$ cat config.mk
export PLATFORM = sky130hd
export DESIGN_NAME = alu_sequencer
export DESIGN_NICKNAME = d
export VERILOG_FILES = /design/src/rtl/alu_sequencer.sv
export SDC_FILE = /design/constraint.sdc
export NUM_CORES = 1
export LEC_CHECK = 0
export ABC_AREA = 1
export CAP_MARGIN = 10
export CORE_MARGIN = 2
export CORE_UTILIZATION = 25
export DETAILED_ROUTE_END_ITERATION = 8
export PLACE_DENSITY_LB_ADDON = 0.15
export SLEW_MARGIN = 20
export SYNTH_ARGS = -nofsm -noshare
export SYNTH_HDL_FRONTEND = slang
export SYNTH_SLANG_ARGS = --single-unit
$ cat constraint.sdc
create_clock -name clk -period 2.4 [get_ports clk]
set_input_delay 0.24 -clock clk [delete_from_list [all_inputs] [get_ports clk]]
set_output_delay 0.24 -clock clk [all_outputs]
set_load 0.01 [all_outputs]
$ cat src/rtl/alu_sequencer.sv
// Sequencer that feeds an external combinational ALU, optionally chaining its
// result back into operand A, and returns the final result over a ready/valid response.
module alu_sequencer #(
  parameter int WIDTH = 16
) (
  input  logic             clk,
  input  logic             rst,
  input  logic             req_valid,
  output logic             req_ready,
  input  logic [WIDTH-1:0] req_a,
  input  logic [WIDTH-1:0] req_b,
  input  logic [3:0]       req_select,
  input  logic             req_mode,
  input  logic             req_carry,
  input  logic [3:0]       req_count,
  output logic [WIDTH-1:0] alu_in_a,
  output logic [WIDTH-1:0] alu_in_b,
  output logic [3:0]       alu_select,
  output logic             alu_mode,
  output logic             alu_carry_in,
  input  logic [WIDTH-1:0] alu_out,
  input  logic             alu_compare,
  input  logic             alu_carry_out,
  output logic             rsp_valid,
  input  logic             rsp_ready,
  output logic [WIDTH-1:0] rsp_data,
  output logic             rsp_compare,
  output logic             rsp_carry,
  output logic [15:0]      op_count
);

  typedef enum logic [1:0] {IDLE, EXEC, RESP} state_t;

  state_t     state, state_next;
  logic [3:0] remaining;
  logic       accept;
  logic       handshake;

  // NOTE: sequential state is updated with non-blocking assignments only, so every
  // register samples the pre-edge values regardless of statement order.
  always_ff @(posedge clk) begin
    if (rst) state <= IDLE;
    else     state <= state_next;
  end

  // NOTE: every output of this block gets a default first; a missed branch would
  // otherwise infer a latch.
  always_comb begin
    state_next = state;
    accept     = 1'b0;
    handshake  = 1'b0;
    unique case (state)
      IDLE: if (req_valid) begin
        accept     = 1'b1;
        state_next = EXEC;
      end
      EXEC: if (remaining == 4'd0) state_next = RESP;
      RESP: if (rsp_ready) begin
        handshake  = 1'b1;
        state_next = IDLE;
      end
      default: state_next = IDLE;
    endcase
  end

  assign req_ready = (state == IDLE);
  assign rsp_valid = (state == RESP);

  // Datapath: operands and controls are loaded once, only operand A follows the
  // ALU during a chain, and the response registers change only on the final pass.
  always_ff @(posedge clk) begin
    if (rst) begin
      alu_in_a     <= '0;
      alu_in_b     <= '0;
      alu_select   <= '0;
      alu_mode     <= 1'b0;
      alu_carry_in <= 1'b0;
      remaining    <= '0;
      rsp_data     <= '0;
      rsp_compare  <= 1'b0;
      rsp_carry    <= 1'b0;
      op_count     <= '0;
    end else begin
      if (accept) begin
        alu_in_a     <= req_a;
        alu_in_b     <= req_b;
        alu_select   <= req_select;
        alu_mode     <= req_mode;
        alu_carry_in <= req_carry;
        remaining    <= req_count;
      end
      if (state == EXEC) begin
        if (remaining != 4'd0) begin
          alu_in_a  <= alu_out;
          remaining <= remaining - 4'd1;
        end else begin
          rsp_data    <= alu_out;
          rsp_compare <= alu_compare;
          rsp_carry   <= alu_carry_out;
        end
      end
      if (handshake) op_count <= op_count + 16'd1;
    end
  end

endmodule

==> flow_metrics.py <==
metrics = {
    "status": {
        "status": "completed",
    },
    "critical_path": {
        "end_kind": "output port",
        "path_class": "reg2out",
        "crit_cells": 3,
        "slowest_delay_ns": 0.57,
        "crit_arrival_ns": 1.51,
        "r2r-start": "remaining[0]",
        "worstPathRequired_ns": 2.16,
        "r2r_cells": 7,
        "cp-startpoint": "state[1]",
        "path_delay_family": "buffers and inverters",
        "crit_chain": "nand2_1, inv_1, clkdlybuf4s50_1",
        "cp_num_buf_inv": 2,
        "start_kind": "register",
        "cp_slowest_cell": "clkdlybuf4s50_1",
        "worstPathMaxFanout": 4,
    },
    "layout": {
        "fillers": 1312,
        "final_common_cell": "clkdlybuf4s50_1",
        "diodes": 0,
        "finalNetCount": 627,
        "layout-drive-gt1-share": 0.0813,
        "layout_common_cells": "clkdlybuf4s50_1, nor2_1, dfxtp_1",
        "areaGrowthSynthToFinish_pct": 56.7,
    },
    "floorplanning": {
        "row_count": 41,
        "start_util": 0.256,
        "fp.dieArea_mm2": 0.0138,
        "die_h_um": 117,
        "io-pin-count": 138,
        "core_area_mm2": 0.0126,
        "die_w_um": 117,
    },
    "timing": {
        "relSlewSlack": 0.586,
        "clock_skew_ns": 0.00706,
        "clock.fmax_mhz": 571,
        "finalSetupViolCount": 0,
        "fin_tns_setup_ns": 0,
        "hold_viol_final": 0,
        "slew_violations": 0,
        "period_share": 0.730,
        "rsz0062_at_grt": "false",
        "worstMarginPinSlew_ns": 0.620,
        "period_needed_ns": 1.75,
    },
    "grt": {
        "grt_usage": 0.138,
        "grt_pass1_vias": 3132,
        "antenna_found_initial": 0,
        "overflow": 0,
        "grt_pass1_wl_um": 15600,
        "grt_max_degree": 45,
    },
    "min_path": {
        "hp-start": "alu_in_b[0]",
        "hold_depth": 2,
        "hp-class": "reg2reg",
    },
    "synth": {
        "ys_seq_area_frac": 0.486,
        "synth_seq_cells": 78,
        "avgSynthCellArea_um2": 7.50,
        "synth.distinct_cells": 29,
        "syn_nets": 494,
        "syn_area_mm2": 0.00321,
        "yosysWarnings": 0,
        "syn_inst": 428,
    },
    "flow_run": {
        "maxCapViolCount": 0,
    },
    "pwr": {
        "p_leak_uw": 0.00194,
        "p_per_area_mw_per_mm2": 741,
        "ir_worst_vdd_mv": 0.403,
        "p_total_uw": 3730,
    },
    "clock_network": {
        "clk_pin_slew_ns": 0.06,
        "postCtsHoldBufs": 0,
        "clock_latency_ns": 0.33,
        "clk_path_buf_depth": 2,
        "cts_root_buffer": "clkbuf_16",
        "cts.repair.resized": 0,
        "post_cts_buffers": 0,
        "cts_tree": "yes",
        "h-tree-depth": 3,
        "cts.sinks": 78,
        "numCtsBuffers": 9,
    },
    "placed_design": {
        "gp_congestion": 0.774,
        "place_hpwl_um": 6800,
        "numPortBuffers": 137,
    },
    "routing": {
        "vias_per_cell": 4.39,
        "drtIter0Drc": 153,
        "num_vias": 3239,
        "drt_wl_total_um": 9500,
        "first_pass_iters": 4,
        "ant_nets": 0,
        "drc": 0,
        "routedWlPerCell_um": 12.9,
    },
}
## synthesized netlist by cell type (all sizes together)
master	number	area, µm²
a21oi	8	40.0
a31oi	19	119
buf	13	90.1
clkbuf	10	40.0
dfxtp	78	1560
ha	2	25.0
inv	26	103
nand2	72	275
nand3	13	77.6
nand4	4	25.0
nor2	109	462
nor3	3	15.0
o211ai	1	7.51
o21a	1	7.51
o21ai	63	315
o21bai	3	22.5
xor2	3	26.3
## cell families (layout without fill, tap and decap cells)
logic type      after synthesis  after routing  synth area share
simple gates                201            201             0.266
compound gates               95             95             0.159
buf+inv                      49            187            0.0725
fa+ha+maj                     2              2           0.00779
flops                        78             78             0.486
xor+xnor                      3              3           0.00818
## power breakdown
group	leakage, µW	switching [µW]	internal, µW
registers	0.000640	77.2	1440
clock network	0.000140	543	809
logic	0.00116	419	441
total	0.00194	1040	2690
## path summary, 6_finish.rpt
| path | to | slack (ns) |
|---|---|---|
| max | rsp_valid | 0.65 |
| min | alu_in_b[0] | 0.48 |
| max reg2reg | alu_in_a[11] | 0.67 |
| min reg2reg | alu_in_b[0] | 0.48 |
## layer usage
metal	share of wire	GRT usage	up-vias	wire length, µm
li1	-	-	1666	-
met1	0.47	0.173	1467	4450
met2	0.45	0.224	98	4260
met3	0.072	0.0496	8	684
met4	0.011	0.0369	0	104
met5	0	0	-	0
## state kept, by name (all words and copies together) (netlist names)
signal and cells:
rsp_carry 1, alu_mode 1, alu_select 4, state 2, rsp_compare 1, alu_in_a 16, op_count 16, remaining 4
alu_carry_in 1, alu_in_b 16, rsp_data 16
## cell type report
cell class / count / area (µm²) / share of cell area
Clock buffer: 11 / 233 / 0.0462
Clock inverter: 5 / 60.1 / 0.0119
Inverter: 26 / 103 / 0.0204
Multi-Input combinational cell: 301 / 1420 / 0.282
Sequential cell: 78 / 1560 / 0.310
Tap cell: 172 / 215 / 0.0428
Timing Repair Buffer: 145 / 1440 / 0.287
## worst register-to-register path, delay by kind of cell, from the launching register on
family,cells,cell delay (ns)
buffers and inverters,2,0.44
adder cells (fa/ha/maj),1,0.21
flip-flops,1,0.31
AND/OR/NAND/NOR,2,0.41
AO/OA/AOI/OAI,2,0.29
## metrics by stage
stage | instance area (µm²) | util | setup WS (ns) | std cells | hold slack (ns)
floorplan | 3210 | - | 1.09 | 428 | 0.366
global placement | 4740 | 0.377 | 0.678 | 722 | 0.466
detailed placement | 4740 | 0.377 | 0.677 | 722 | 0.468
CTS | 5030 | 0.400 | 0.629 | 738 | 0.477
global route | 5030 | 0.400 | 0.399 | 738 | 0.491
finish | 5030 | 0.400 | 0.647 | 738 | 0.483
No activity file was read; power rests on OpenSTA's default activity.
